$ cat config.mk
export PLATFORM = sky130hd
export DESIGN_NAME = reset_sequencer
export DESIGN_NICKNAME = d
export VERILOG_FILES = /design/src/rtl/reset_seq_pkg.sv /design/src/rtl/reset_sequencer_sync_2ff.sv /design/src/rtl/reset_sequencer.sv
export SDC_FILE = /design/constraint.sdc
export NUM_CORES = 1
export LEC_CHECK = 0
export ABC_AREA = 0
export CAP_MARGIN = 20
export CORE_UTILIZATION = 55
export CTS_CLUSTER_DIAMETER = 30
export DETAILED_ROUTE_END_ITERATION = 16
export HOLD_SLACK_MARGIN = 0.06
export PLACE_DENSITY = 0.85
export SYNTH_ARGS = -nofsm -noshare
export SYNTH_HDL_FRONTEND = slang
export SYNTH_SLANG_ARGS = --single-unit
$ cat constraint.sdc
create_clock -name clk -period 2.6 [get_ports clk]
set_clock_uncertainty 0.2 [all_clocks]
set_input_delay 0.65 -clock clk [delete_from_list [all_inputs] [get_ports clk]]
set_output_delay 0.65 -clock clk [all_outputs]
set_load 0.03 [all_outputs]
$ cat src/rtl/reset_seq_pkg.sv
// Shared types and helpers for the staged reset sequencer.
// Holds the sequencer state encoding and the helper used to size its counter.
package reset_seq_pkg;

    typedef enum logic [2:0] {
        DEBOUNCE  = 3'd0,
        WAIT_LOCK = 3'd1,
        RELEASE   = 3'd2,
        HOLD      = 3'd3,
        RUN       = 3'd4
    } state_t;

    function automatic int max(input int a, input int b);
        return (a > b) ? a : b;
    endfunction

endpackage

$ cat src/rtl/reset_sequencer_sync_2ff.sv
// Two-flop synchroniser for a single asynchronous level input.
// Both flops load RST_VAL while reset_n is low.
module sync_2ff #(
    parameter logic RST_VAL = 1'b0
) (
    input  logic clk,
    input  logic reset_n,
    input  logic d,
    output logic q
);

    logic meta;

    always_ff @(posedge clk) begin
        if (!reset_n) begin
            meta <= RST_VAL;
            q    <= RST_VAL;
        end else begin
            meta <= d;
            q    <= meta;
        end
    end

endmodule

$ cat src/rtl/reset_sequencer.sv
// Conditions board reset and PLL lock, then releases NUM_CH active-low resets
// one at a time with a fixed stagger; handles lock loss and software reset at run time.
module reset_sequencer
    import reset_seq_pkg::*;
#(
    parameter int NUM_CH       = 3,
    parameter int DEBOUNCE_LEN = 16,
    parameter int STAGE_DLY    = 64
) (
    input  logic                      clk,
    input  logic                      reset_n,
    input  logic                      ext_reset_n,
    input  logic                      pll_lock,
    input  logic                      sw_reset,
    input  logic                      clr_lock_lost,
    output logic [NUM_CH-1:0]         rst_out_n,
    output logic                      ready,
    output logic                      lock_lost,
    output logic [$clog2(NUM_CH):0]   stage
);

    localparam int CNT_W = $clog2(max(DEBOUNCE_LEN, STAGE_DLY)) + 1;
    localparam int STG_W = $clog2(NUM_CH) + 1;

    localparam logic [CNT_W-1:0] DEB_LAST = CNT_W'(DEBOUNCE_LEN - 1);
    localparam logic [CNT_W-1:0] STG_LAST = CNT_W'(STAGE_DLY - 1);
    localparam logic [STG_W-1:0] CH_LAST  = STG_W'(NUM_CH - 1);

    generate
        if (NUM_CH < 1) begin : g_bad_num_ch
            $error("reset_sequencer: NUM_CH must be >= 1");
        end
        if (DEBOUNCE_LEN < 1) begin : g_bad_debounce
            $error("reset_sequencer: DEBOUNCE_LEN must be >= 1");
        end
        if (STAGE_DLY < 1) begin : g_bad_stage_dly
            $error("reset_sequencer: STAGE_DLY must be >= 1");
        end
    endgenerate

    logic ext_s;
    logic lock_s;

    sync_2ff #(.RST_VAL(1'b0)) u_sync_ext (
        .clk     (clk),
        .reset_n (reset_n),
        .d       (ext_reset_n),
        .q       (ext_s)
    );

    sync_2ff #(.RST_VAL(1'b0)) u_sync_lock (
        .clk     (clk),
        .reset_n (reset_n),
        .d       (pll_lock),
        .q       (lock_s)
    );

    state_t             state, state_nx;
    logic [CNT_W-1:0]   cnt, cnt_nx;
    logic [STG_W-1:0]   stage_nx;
    logic [NUM_CH-1:0]  rst_nx;
    logic               ready_nx;
    logic               lost_set;
    logic               abort;

    always_comb begin
        state_nx = state;
        cnt_nx   = cnt;
        stage_nx = stage;
        rst_nx   = rst_out_n;
        ready_nx = ready;
        lost_set = 1'b0;
        abort    = 1'b0;

        // Aborts are ranked: board reset, then lock loss, then software reset.
        if (state != DEBOUNCE) begin
            if (!ext_s) begin
                state_nx = DEBOUNCE;
                abort    = 1'b1;
            end else if (!lock_s && state != WAIT_LOCK) begin
                state_nx = WAIT_LOCK;
                lost_set = 1'b1;
                abort    = 1'b1;
            end else if (sw_reset && (state == RELEASE || state == RUN)) begin
                state_nx = HOLD;
                abort    = 1'b1;
            end
        end

        if (abort) begin
            cnt_nx   = '0;
            stage_nx = '0;
            rst_nx   = '0;
            ready_nx = 1'b0;
        end else begin
            case (state)
                DEBOUNCE: begin
                    if (!ext_s) begin
                        cnt_nx = '0;
                    end else if (cnt == DEB_LAST) begin
                        state_nx = WAIT_LOCK;
                        cnt_nx   = '0;
                    end else begin
                        cnt_nx = cnt + 1'b1;
                    end
                end
                WAIT_LOCK: begin
                    if (lock_s) begin
                        state_nx = RELEASE;
                        cnt_nx   = '0;
                        stage_nx = '0;
                    end
                end
                RELEASE: begin
                    if (cnt == STG_LAST) begin
                        cnt_nx   = '0;
                        rst_nx   = rst_out_n | (NUM_CH'(1) << stage);
                        stage_nx = stage + 1'b1;
                        if (stage == CH_LAST) begin
                            state_nx = RUN;
                            ready_nx = 1'b1;
                        end
                    end else begin
                        cnt_nx = cnt + 1'b1;
                    end
                end
                HOLD: begin
                    if (cnt == STG_LAST) begin
                        state_nx = RELEASE;
                        cnt_nx   = '0;
                        stage_nx = '0;
                    end else begin
                        cnt_nx = cnt + 1'b1;
                    end
                end
                RUN: begin
                end
                default: begin
                    state_nx = DEBOUNCE;
                    cnt_nx   = '0;
                    stage_nx = '0;
                    rst_nx   = '0;
                    ready_nx = 1'b0;
                end
            endcase
        end
    end

    always_ff @(posedge clk) begin
        if (!reset_n) begin
            state     <= DEBOUNCE;
            cnt       <= '0;
            stage     <= '0;
            rst_out_n <= '0;
            ready     <= 1'b0;
            lock_lost <= 1'b0;
        end else begin
            state     <= state_nx;
            cnt       <= cnt_nx;
            stage     <= stage_nx;
            rst_out_n <= rst_nx;
            ready     <= ready_nx;
            // A new lock loss wins over a clear in the same cycle.
            if (lost_set) begin
                lock_lost <= 1'b1;
            end else if (clr_lock_lost) begin
                lock_lost <= 1'b0;
            end
        end
    end

endmodule
# == After elaboration in Yosys (flattened, before gate mapping) ==
# Cells that the tools add are included.
# totals
register_bits,22
in_bits,6
out_inout_bits,8
# classes
eq_ne,12
n_mux,35
n_reduce_logical,15
addsub,2
shift,1
bitwise_logic,5
# ops
cell,n
$mux 3,15
$mux 7,4
$pmux 7 s4,1
$pmux 3 s5,1
$pmux 3 s4,1
$mux 1,11
$eq 3x2->1 const B,3
$add 7x1->7 const B,1
$eq 7x4->1 const B,1
$eq 7x6->1 const B,1
$ne 2x1->1 const B,3
$pmux 3 s2,1
$reduce_or 2->1,3
$not 1->1,4
$reduce_and 2->1,2
$reduce_and 4->1,1
$reduce_or 4->1,1
$add 3x1->3 const B,1
$eq 3x1->1 const B,1
$eq 3x3->1 const B,1
$logic_not 3->1,1
$ne 3x1->1 const B,1
$or 3x3->3,1
$reduce_and 3->1,1
8 further kinds,9

# == Longest topological paths before layout ==
# depth
ltp_word,11
ltp_mapped,6
depth_no_buf,5

# == Modules after synthesis ==
# From an unflattened synthesis, not the netlist that was laid out.
# hier_totals
cells_unflattened,146
area_unflattened_um2,1231.2
# by_module_without_submodules
module,n_inst,area_per_inst_um2,cells_each,seq_area_each_um2
reset_sequencer,1,1126.1,138,360.3
sync_2ff,2,52.6,4,40.0

# == Worst setup path before layout ==
# OpenSTA, ideal clock, no wires.
# synth_path
path_kind,flip-flop to flip-flop
from,register cnt[0]
to,register stage[1]
required_time_ps,2327
arrival_ps,1556
path_buffers,1
stages_incl_launch_ff,7
synth_period_minus_slack_ps,1829
setup_slack_ps,771
path_cell_list,dfxtp_1 -> ha_1 -> and4b_4 -> a31oi_4 -> buf_6 -> or3_1 -> a21oi_1
# synth_between
elab_chain_cells,3
# synth_rtl
item,line_no,rtl
"start, declared",reset_sequencer.sv:59,"logic [CNT_W-1:0] cnt, cnt_nx;"
"start signal, assigned",reset_sequencer.sv:159,cnt <= cnt_nx;
$eq 7x6->1 *,"reset_sequencer.sv:115, reset_sequencer.sv:128",
$ne 2x2->1 (no line) / $ne 2x1->1 (equally long branches),n/a,
$reduce_and 4->1 (no line) *,n/a,
"end signal, assigned",reset_sequencer.sv:160,stage <= stage_nx;
"end, declared",reset_sequencer.sv:19,output logic [$clog2(NUM_CH):0] stage
# Every way passes the cells marked *; elsewhere a longest branch is shown, timed or not.
# A chain may end at the register's enable or synchronous reset.

# == Worst setup path after layout ==
# layout_path
from,register stage[2]
to,output stage[2]
# No word-level cell between the ends.

==> results.yml <==
detailed_routing:
  first_pass_iters: 4
  wl_met2_um: 1470
  top_layer: "met4"
  antenna_left: 0
  via_per_inst: 6.24
  dr_wl_met3_um: 133
  wl_met1_um: 1210
  routedWlPerCell_um: 15.5
  wl_um: 2940
  drcViolationCount: 0
  first_iter_violations: 60
  vias: 1185
final_layout:
  diodes: 0
  final_nets: 175
  syn2layout_area_growth_pct: 15.3
  instances_no_fill: 190
  drive_gt1_frac: 0.0798
  postLayoutCoreUtil: 0.707
  fillCellCount: 167
floorplanning:
  ioPinCount: 14
  die_area_um2: 2470
  die_y_um: 49.7
  fp-row-count: 16
  die_w_um: 49.7
  start_util: 0.613
  core_um2: 2040
place:
  gp_congestion: 0.896
  port_buffers: 13
  place_hpwl_um: 2090
  placed_cells: 186
clock_tree:
  h-tree-depth: 1
  cts_root_buffer: "clkbuf_4"
  cts_buffer_depth: 2
  post_cts_resized: 0
  cts_buffers: 3
  cts_tree: "yes"
  clkLatencyLatePin_ns: 0.32
  clk_pin_slew_ns: 0.12
  cts.sinks: 22
  post_cts_buffers: 0
  ctsHoldBuffers: 0
pwr:
  ir_drop_mv: 0.475
  total_power_mw: 0.634
  powerDensity_nw_per_um2: 439
  p_leak_nw: 0.503
logic_synthesis:
  netlist_instances: 149
  yosysWarnings: 0
  syn_avg_cell_area_um2: 8.41
  syn_nets: 160
  synth_area_leader_cell: "dfxtp_1"
  synth_edf_count: 0
  async_flop_share: 0
  synth_seq_area_share: 0.352
  synth_ff_type: "dfxtp_1"
  yosys_register_bits: 22
  netlist_area_um2: 1250
  yosysUniqueCellTypes: 44
  synth.area.top_cells: "dfxtp_1 (35%), a21oi_1 (5.6%), ha_1 (5.0%), nand2_1 (4.5%), nor2_1 (3.3%)"
  synth_top_cell_area_share: 0.352
global_routing:
  grt_pass1_wl_um: 5180
  grt_pass1_vias: 1172
  grt_max_degree: 16
  grt_use_total: 0.280
  antenna_found_initial: 0
  grt_overflow_total: 0
sta:
  finalHoldViolations: 0
  drv_slew: 0
  rsz0062_at_grt: "false"
  worst_slew_pin_slew_ns: 0.485
  slew_headroom: 0.675
  setup_viol: 0
  max_freq_ghz: 0.434
  fin_tns_setup_ns: 0
  layout_min_cycle_time_ns: 2.31
  period_share: 0.887
flow_run:
  cap_viol_max_count: 0
setup_path:
  critPathLaunchType: "register"
  path_max_fanout: 6
  cp.required_ns: 1.75
  cp_slowest_stage_delay_ns: 0.70
  crit_path_top_delay_cell: "clkdlybuf4s50_1"
  cp.arrival_ns: 1.46
  crit_buf_inv: 1
  crit_type: "reg2out"
  critPathTopFamily: "buffers and inverters"
  worstSetupEndpointType: "output port"
  path_cells: "clkdlybuf4s50_1"
hold_path:
  hold_path.class: "reg2reg"
run_status:
  status: "finished clean"
==> cell families (layout without fill, tap and decap cells) <==
group / count (synthesis) / count (layout) / synth area share
simple gates: 60 / 60 / 0.272
mux: 1 / 1 / 0.00799
fa+ha+maj: 5 / 5 / 0.0500
flops: 22 / 22 / 0.352
buf+inv: 12 / 26 / 0.0500
compound gates: 49 / 49 / 0.269
==> synth_stat cells (all sizes together), types with 2 or more instances <==
master,number
nand2b,2
and2,6
nor3b,3
nor4b,2
a21oi,15
o21ba,2
nand2,15
a31oi,7
nor3,2
nand3b,2
o22ai,3
dfxtp,22
nor2,11
or3,2
ha,5
nand3,5
buf,4
a21o,2
o21ai,9
o21a,2
o221ai,2
inv,8
==> registers in the layout, summed over array words and instances, names as in the netlist <==
signal,cells
cnt,7
rst_out_n,3
stage,3
state,3
lock_lost,1
ready,1
u_sync_ext.meta,1
u_sync_ext.q,1
u_sync_lock.meta,1
u_sync_lock.q,1
==> power breakdown <==
| group | internal, mW | leakage, nW | switching (mW) |
|---|---|---|---|
| sequential | 0.340 | 0.178 | 0.00307 |
| combinational | 0.0139 | 0.297 | 0.0130 |
| clock | 0.156 | 0.0279 | 0.108 |
==> final cells by class <==
cell class	instances	area, µm²	share of cell area
flip-flops and latches	22	440	0.305
clock buffers	3	22.5	0.0156
clock inverters	1	30.0	0.0208
multi-input cells	115	749	0.519
well taps	27	33.8	0.0234
inverters	8	30.0	0.0208
repair buffers	14	138	0.0953
==> placed cells by master, fill, tap and decap left out, types with 3 or more instances in the layout <==
master and instances:
clkdlybuf4s50_1 13, nor2_1 11, nand2_1 15, ha_1 5
nor3b_1 3, o21ai_0 6, inv_1 8, a31oi_1 6
nand3_1 5, o21ai_1 3, a21oi_1 14, o22ai_1 3
and2_1 6, dfxtp_1 22, clkbuf_4 3
==> per-stage QoR <==
| stage | area, µm² | setup WS, ns | hold WS [ns] |
|---|---|---|---|
| floorplan | 1250 | 0.771 | 0.212 |
| global placement | 1390 | 0.390 | 0.214 |
| detailed placement | 1390 | 0.270 | 0.227 |
| CTS | 1440 | 0.296 | 0.260 |
| global route | 1440 | 0.226 | 0.278 |
| finish | 1440 | 0.295 | 0.253 |
==> worst paths after layout <==
kind                                        from             to  slack (ns)  cells after the start
worst max register to register            cnt[0]       stage[0]        0.40                      5
worst min-delay path            u_sync_lock.meta  u_sync_lock.q        0.25                      1
worst max-delay path                    stage[2]       stage[2]        0.29                      1
worst min register to register  u_sync_lock.meta  u_sync_lock.q        0.25                      1
==> routing by layer <==
metal,global-route usage,vias up
met5,0,-
met4,0.171,0
met3,0.0340,12
met2,0.491,49
met1,0.319,550
li1,-,574
(Power assumes the default switching activity.)
